--- config.mk ---
export PLATFORM = sky130hd
export DESIGN_NAME = mac_pipe_acc
export DESIGN_NICKNAME = d
export VERILOG_FILES = /design/src/rtl/mac_pkg.sv /design/src/rtl/mac_sat_add.sv /design/src/rtl/mac_pipe_acc.sv
export SDC_FILE = /design/constraint.sdc
export NUM_CORES = 1
export LEC_CHECK = 0
export ABC_CLOCK_PERIOD_IN_PS = 6310
export CORE_UTILIZATION = 53
export CTS_CLUSTER_DIAMETER = 200
export DETAILED_ROUTE_END_ITERATION = 6
export PLACE_DENSITY = 0.76
export SLEW_MARGIN = 5
export SYNTH_ARGS = -nofsm -noshare
export SYNTH_HDL_FRONTEND = slang
export SYNTH_SLANG_ARGS = --single-unit
--- constraint.sdc ---
create_clock -name clk -period 6.31 [get_ports clk]
set_input_delay 1.5775 -clock clk [delete_from_list [all_inputs] [get_ports clk]]
set_output_delay 1.5775 -clock clk [all_outputs]
set_load 0.02 [all_outputs]
--- src/rtl/mac_pkg.sv ---
// ============================================================================
//  Module      : mac_pkg
//  Description : Shared helpers for the mac_pipe_acc datapath: extension bit,
//                overflow predicate and saturation selection.
//  Revision    : 1.0 - initial release
// ============================================================================
`default_nettype none

package mac_pkg;

  // Width of the term counter; bounds the legal ACC_LEN range.
  localparam int unsigned CNT_W = 16;

  // Which value the adder drives onto its sum output.
  typedef enum logic [1:0] {
    SAT_NONE = 2'd0,
    SAT_UMAX = 2'd1,
    SAT_SMAX = 2'd2,
    SAT_SMIN = 2'd3
  } sat_sel_e;

  // Fill bit used when widening a product to accumulator width.
  function automatic logic ext_bit(input logic sgn, input logic msb);
    return sgn & msb;
  endfunction

  // Unsigned: carry out of the top bit. Signed: like-signed operands whose
  // result takes the other sign.
  function automatic logic ovf_pred(input logic sgn, input logic carry,
                                    input logic a_msb, input logic b_msb,
                                    input logic s_msb);
    if (sgn)
      return (a_msb == b_msb) && (s_msb != a_msb);
    return carry;
  endfunction

  // On signed overflow both operands share a sign, so a's sign picks the rail.
  function automatic sat_sel_e sat_select(input logic sgn, input logic sat_en,
                                          input logic ovf, input logic a_msb);
    if (!(sat_en && ovf))
      return SAT_NONE;
    if (!sgn)
      return SAT_UMAX;
    return a_msb ? SAT_SMIN : SAT_SMAX;
  endfunction

endpackage

`default_nettype wire

--- src/rtl/mac_sat_add.sv ---
// ============================================================================
//  Module      : mac_sat_add
//  Description : Combinational OSIZE-bit adder with overflow flag and optional
//                clamp to the signed/unsigned rails.
//  Revision    : 1.0 - initial release
// ============================================================================
`default_nettype none

module mac_sat_add
  import mac_pkg::*;
#(
  parameter int OSIZE    = 17,
  parameter int SIGNED   = 0,
  parameter int SATURATE = 1
) (
  input  logic [OSIZE-1:0] i_a,
  input  logic [OSIZE-1:0] i_b,
  output logic [OSIZE-1:0] o_sum,
  output logic             o_ovf
);

  localparam logic c_sgn = (SIGNED != 0);
  localparam logic c_sat = (SATURATE != 0);

  logic [OSIZE:0]   w_full;
  logic [OSIZE-1:0] w_raw;
  sat_sel_e         w_sel;

  assign w_full = {1'b0, i_a} + {1'b0, i_b};
  assign w_raw  = w_full[OSIZE-1:0];
  assign o_ovf  = ovf_pred(c_sgn, w_full[OSIZE], i_a[OSIZE-1], i_b[OSIZE-1],
                           w_raw[OSIZE-1]);
  assign w_sel  = sat_select(c_sgn, c_sat, o_ovf, i_a[OSIZE-1]);

  // Pick the wrapped sum or the appropriate saturation rail.
  always_comb begin
    o_sum = w_raw;
    case (w_sel)
      SAT_UMAX: o_sum = {OSIZE{1'b1}};
      SAT_SMAX: o_sum = {1'b0, {(OSIZE-1){1'b1}}};
      SAT_SMIN: o_sum = {1'b1, {(OSIZE-1){1'b0}}};
      default:  o_sum = w_raw;
    endcase
  end

endmodule

`default_nettype wire

--- src/rtl/mac_pipe_acc.sv ---
// ============================================================================
//  Module      : mac_pipe_acc
//  Description : Three-stage pipelined multiply-accumulate (input register,
//                product register, accumulator) with clear, sticky overflow,
//                optional saturation and a term counter that pulses done.
//  Revision    : 1.0 - initial release
// ============================================================================
`default_nettype none

module mac_pipe_acc
  import mac_pkg::*;
#(
  parameter int DSIZE    = 8,
  parameter int OSIZE    = 17,
  parameter int SIGNED   = 0,
  parameter int SATURATE = 1,
  parameter int ACC_LEN  = 4
) (
  input  logic             clk,
  input  logic             rst_n,
  input  logic [DSIZE-1:0] x,
  input  logic [DSIZE-1:0] y,
  input  logic             in_valid,
  input  logic             clr,
  output logic [OSIZE-1:0] dataout,
  output logic             done,
  output logic             ovf,
  output logic             busy
);

  localparam int         PW        = 2 * DSIZE;
  localparam logic       c_sgn     = (SIGNED != 0);
  localparam [CNT_W-1:0] c_acc_len = CNT_W'(ACC_LEN);

  // Stage 1: operand capture
  logic [DSIZE-1:0] r_x;
  logic [DSIZE-1:0] r_y;
  logic             r_v1;
  logic             r_f1;

  // Stage 2: product
  logic [PW-1:0]    r_p;
  logic             r_v2;
  logic             r_f2;

  // Stage 3: accumulator and control
  logic [OSIZE-1:0] r_acc;
  logic             r_ovf;
  logic             r_done;
  logic [CNT_W-1:0] r_cnt;

  logic [PW-1:0]    w_xe;
  logic [PW-1:0]    w_ye;
  logic [PW-1:0]    w_prod;
  logic [OSIZE-1:0] w_ext;
  logic [OSIZE-1:0] w_sum;
  logic             w_add_ovf;
  logic             w_first;
  logic [CNT_W-1:0] w_cnt_nxt;

  // Widening both operands to the product width makes the low PW bits of the
  // multiply correct for either signedness.
  assign w_xe   = {{DSIZE{c_sgn & r_x[DSIZE-1]}}, r_x};
  assign w_ye   = {{DSIZE{c_sgn & r_y[DSIZE-1]}}, r_y};
  assign w_prod = w_xe * w_ye;

  generate
    if (OSIZE > PW) begin : g_ext_wide
      assign w_ext = {{(OSIZE-PW){ext_bit(c_sgn, r_p[PW-1])}}, r_p};
    end else begin : g_ext_equal
      assign w_ext = r_p;
    end
  endgenerate

  mac_sat_add #(
    .OSIZE    (OSIZE),
    .SIGNED   (SIGNED),
    .SATURATE (SATURATE)
  ) u_sat_add (
    .i_a   (r_acc),
    .i_b   (w_ext),
    .o_sum (w_sum),
    .o_ovf (w_add_ovf)
  );

  // A clear or an empty count makes this term the start of a new sum.
  assign w_first   = r_f2 | (r_cnt == '0);
  assign w_cnt_nxt = w_first ? CNT_W'(1) : (r_cnt + CNT_W'(1));

  // Stage 1: register operands on valid; data holds through gaps.
  always_ff @(posedge clk or negedge rst_n) begin
    if (!rst_n) begin
      r_x  <= '0;
      r_y  <= '0;
      r_v1 <= 1'b0;
      r_f1 <= 1'b0;
    end else begin
      r_v1 <= in_valid;
      if (in_valid) begin
        r_x  <= x;
        r_y  <= y;
        r_f1 <= clr;
      end else begin
        r_f1 <= 1'b0;
      end
    end
  end

  // Stage 2: register the full-width product and forward valid/first flags.
  always_ff @(posedge clk or negedge rst_n) begin
    if (!rst_n) begin
      r_p  <= '0;
      r_v2 <= 1'b0;
      r_f2 <= 1'b0;
    end else begin
      r_v2 <= r_v1;
      r_f2 <= r_f1;
      if (r_v1)
        r_p <= w_prod;
    end
  end

  // Stage 3: load or accumulate, track overflow, count terms, pulse done.
  always_ff @(posedge clk or negedge rst_n) begin
    if (!rst_n) begin
      r_acc  <= '0;
      r_ovf  <= 1'b0;
      r_done <= 1'b0;
      r_cnt  <= '0;
    end else begin
      r_done <= 1'b0;
      if (r_v2) begin
        if (w_first) begin
          r_acc <= w_ext;
          r_ovf <= 1'b0;
        end else begin
          r_acc <= w_sum;
          r_ovf <= r_ovf | w_add_ovf;
        end
        if (w_cnt_nxt == c_acc_len) begin
          r_done <= 1'b1;
          r_cnt  <= '0;
        end else begin
          r_cnt  <= w_cnt_nxt;
        end
      end
    end
  end

  assign dataout = r_acc;
  assign done    = r_done;
  assign ovf     = r_ovf;
  assign busy    = r_v1 | r_v2 | (r_cnt != '0);

endmodule

`default_nettype wire

### After elaboration in Yosys (flattened, before gate mapping)

Cells that the tools add are included.

| cells by class | value |
|---|---|
| mux-type cells | 12 |
| divide/modulo/power cells | 0 |
| shift operators | 0 |
| reduce and logical (&&, ||, !) cells | 2 |
| bitwise gates (word level) | 4 |
| multipliers | 1 |
| equality and inequality tests | 4 |
| add/subtract/negate cells | 2 |
| magnitude comparators | 0 |

Operators with widths:

| operator | number |
|---|---|
| $pmux 17 s3 | 1 |
| $mux 16 | 2 |
| $add 17x16->18 | 1 |
| $mux 17 | 1 |
| $add 16x1->16 const B | 1 |
| $eq 16x3->1 const B | 1 |
| $logic_not 16->1 | 1 |
| $mul 8x8->16 | 1 |
| $reduce_bool 16->1 | 1 |
| $mux 1 | 6 |
| $eq 2x2->1 const B | 2 |
| $mux 2 | 2 |
| $or 1x1->1 | 4 |
| $eq 2x1->1 const B | 1 |

| word-level totals | value |
|---|---|
| bits in read-only memories | 0 |
| RAM bits | 0 |
| bits in latches | 0 |
| output and inout port bits | 20 |
| memories | 0 |
| register bits | 71 |

### Longest topological paths before layout

| logic depth | value |
|---|---|
| depth after elaboration | 7 |
| depth in mapped cells | 17 |

### Cells and area by module

Synthesis repeated with hierarchy kept, for this count alone.

| unflattened totals | value |
|---|---|
| cell total of the unflattened synthesis | 739 |
| area total of the unflattened synthesis | 6561.3 um^2 |

By module, submodules not included:

| module | instances | cells an instance | sequential area each (um^2) | area each (um^2) |
|---|---|---|---|---|
| mac_pipe_acc | 1 | 587 | 1776.7 | 5501.5 |
| mac_sat_add | 1 | 152 | 0.0 | 1059.8 |

### Worst setup path after synthesis

OpenSTA, ideal clock, no wires.

| path | value |
|---|---|
| path type | reg-to-reg |
| start point | register r_y[7] |
| end point | register r_p[14] |
| data arrival time | 4.154 ns |
| stages on the path, launching flop included | 14 |
| library setup time | 0.125 ns |
| path slack | 2.031 ns |
| path buffers | 0 |
| cells stage by stage | dfrtp_1 -> and2_1 -> fa_1 -> fa_1 -> fa_1 -> inv_1 -> fa_1 -> inv_1 -> ha_1 -> or2_2 -> o41ai_2 -> o311ai_1 -> xor2_1 -> mux2_2 |

| on the way | value |
|---|---|
| longest elaborated chain between the ends | 1 |

RTL lines:

| item | RTL line | source |
|---|---|---|
| start: declaration | mac_pipe_acc.sv:37 | `logic [DSIZE-1:0] r_y;` |
| start signal: assignment | mac_pipe_acc.sv:101 | `r_y <= y;` |
| $mul 8x8->16 | mac_pipe_acc.sv:65 | `assign w_prod = w_xe * w_ye;` |
| end signal: assignment | mac_pipe_acc.sv:119 | `r_p <= w_prod;` |
| end: declaration | mac_pipe_acc.sv:42 | `logic [PW-1:0] r_p;` |

Every way passes these cells.
A chain may end at the register's enable or synchronous reset.

### Worst setup path in the final report

Ends and elaborated chain as after synthesis.

==> run summary <==
Core footprint - 0.0115 mm^2
Mapped Cells - 670
WL per Instance - 15.9 um
Most frequent cells in the layout - inv_1 (71), dfrtp_1 (71), ha_1 (54)
Via-to-Cell Ratio - 5.84
Row count - 39
Worst Tran Pin Value - 1.04 ns
IO buf count - 39
Setup crit end kind - register
Synth unique cells - 69
Number of flops mapped to enable cells by yosys - 0
Die W - 110 um
Diode count - 0
GRT Residual Overflow - 0
WL final - 13,400 um
Post-Syn Area per Cell - 9.31 um^2
CTS resizes - 0
Yosys top cell by area - dfrtp_1
Slowest CP cell - fa_1
Detailed-route DRC error count - 0
RSZ-0062 raised after global routing - false
Post-synthesis xor/xnor area fraction - 2.95%
Adder and majority cell fraction of the synthesized area - 22.7%
Post-synth top area share - 28.5%
CP required - 6.54 ns
R2R setup slack - 1.66 ns
Max-cap viol count - 0
Gr usage total - 23.7%
Post-Synth Simple-Gate Area - 17.7%
CP most frequent cell - fa_1
Critical path type - register to register
Worst hold path depth - 0
Hold-fix buffers, CTS - 0
Setup WS post-layout - 1.66 ns
Mux contribution to synthesized area - 5.38%
Total number of yosys warnings - 0
Final Skew - 0.00992 ns
I/O Pins - 40
Max Clk Rate - 0.215 GHz
Number of fill cells - 961
Chip height - 110 um
Post-synthesis sequential area ratio - 28.5%
Reg-to-reg startpoint - r_y[7]
Combinational power share - 64.8%
Crit share post-route - 73.7%
Final setup vio count - 0
CTS Buf Count - 9
Hold endpoint - r_f2
Peak supply drop - 0.342 mV
Gpl congestion - 0.891
Maximum fanout along the worst path - 9
Dpl ws - 1.66 ns
Pint - 1.88 mW
First-pass iteration count of the detailed router - 5
Antenna violations before repair - 0
Total negative slack - 0 ns
Clk pin slew, worst setup/hold paths - 0.06 ns
Sw Share - 45.1%
Status - finished clean
Synth Cell Area - 0.00624 mm^2
Syn nets - 781
Initial Utilization - 54.4%
PD cells - 494 mW/mm^2
Largest net degree at the start of global routing - 72
Psw - 1.55 mW
Vias in the first global route - 5,022
Area Overhead vs Synth - 11.3%
Ys flop type - dfrtp_1
WHS - 0.352 ns
Via Count - 4,920
Non-filler cells, final - 843
Die footprint - 0.0122 mm^2
Post-CTS Setup Inserts - 0
Setup crit start kind - register
First-pass GRT wire length - 23,500 um
Clk network pwr share - 13.9%
Worst-path cell chain - and2_1, fa_1, fa_1, fa_1, inv_1, fa_1, inv_1, ha_1, or2_2, o41ai_2, o311ai_1, xor2_1, mux2_2
Root Driver - clkbuf_16
Final Critical Period - 4.65 ns
Share of cells above drive strength 1 - 8.86%
DRT antenna net count - 0
Hold Path Origin - r_f1
HPWL Detailed - 10,100 um
Slew margin rel. - 30.7%
Drt initial violations - 349
Clock sinks - 71
FFs w/ async S/R, synth - 100%
Crit Reg-Reg Endpoint - r_p[14]
Worst path arrival time - 4.88 ns
Total leakage power - 3.11 nW
Hold Fails Final Rpt - 0
Flop pwr share - 21.3%
Worst min path class - register to register
Clock buffer depth - 2
Pins Over Slew Limit - 0
Ranking of synthesized cells by area - dfrtp_1 (28%), fa_1 (12%), ha_1 (11%), mux2_2 (5.1%), and2_1 (5.0%)
CTS tree - done
Fin nets - 806
Clk_lat worst skew - 0.35 ns
Dpl cells - 827
Main combinational cell family by area after synthesis - adder cells
Post-layout util - 60.5%
H-tree depth - 3
Compound-Gate Fraction of Synth Area - 15.9%
FF-to-FF path depth - 13
FF+latch count, synth - 71
Max stage delay on crit path - 0.55 ns
## layer usage
layer  share of wire [%]  wire, um  GRT usage, %  vias up
met1                  44      5950          30.4     2418
li1                    -         -             -     2356
met3                 4.5       604          4.67       20
met5                   0         0             0        -
met2                  49      6630          40.2      126
met4                 1.7       222          7.73        0
## cells in the mapped netlist (8+ instances only)
library cell and number:
nand2_1 53, fa_1 37, dfrtp_1 71, inv_1 71, or3_1 8, and2_1 50, o21ai_0 42, a31oi_1 10
clkbuf_1 16, xnor2_1 11, o31ai_1 8, o21a_1 8, nand3_1 10, nor3_1 9, xor2_1 10, nor2_1 36
a21oi_1 37, mux2_2 28, ha_1 54
## state kept, by name (all words and copies together) (netlist names)
signal	cells
dataout	17
r_cnt	16
r_p	16
r_x	8
r_y	8
done	1
ovf	1
r_f1	1
r_f2	1
r_v1	1
r_v2	1
## cells by family (layout without fill, tap and decap cells)
kind of cell | after synthesis | after routing
xor+xnor | 21 | 21
buf+inv | 99 | 129
fa+ha+maj | 91 | 91
mux | 30 | 30
simple gates | 209 | 209
flops | 71 | 71
compound gates | 149 | 149
## metrics by stage
stage	cell area, um^2	power (mW)
6_report	6940	3.43
5_1_grt	6940	3.77
4_1_cts	6940	3.44
3_5_place_dp	6670	2.94
3_3_place_gp	6670	2.85
2_1_floorplan	6240	2.42
## power by group through the flow
stage               combinational [mW]  clock, mW  sequential [mW]
floorplan                         1.67          0            0.755
global route                      2.52      0.503            0.750
detailed placement                2.21          0            0.736
CTS                               2.22      0.485            0.729
global placement                  2.12          0            0.728
finish                            2.22      0.476            0.731
## layout make-up
type	count	area, um^2	share of cell area [%]
Clock buffer	11	243	3.50
Clock inverter	5	33.8	0.487
Inverter	71	267	3.84
Multi-Input combinational cell	500	4040	58.1
Sequential cell	71	1780	25.6
Tap cell	143	179	2.58
Timing Repair Buffer	42	408	5.87
## critical path: cells and delay by family (launching register included)
kind,cells,cell delay [ns]
DFF,1,0.47
AOI/OAI and AO/OA,2,0.64
muxes,1,0.27
buffers and inverters,2,0.10
and+or+nand+nor,2,0.55
xor gates and xnor gates,1,0.17
adders and majority gates,5,2.33
## worst max path at each step
stage | start | endpoint | slack (ns) | cells after the start
after CTS | r_y[7] | r_p[14] | 1.64 | 13
final | r_y[7] | r_p[14] | 1.66 | 13
after floorplan | r_y[7] | r_p[14] | 2.03 | 13
after global placement | r_y[7] | r_p[15] | 1.82 | 14
after global routing | r_y[7] | r_p[15] | 1.34 | 16
after detailed placement | r_y[7] | r_p[14] | 1.66 | 14
Power figures use the tool's default switching activity.
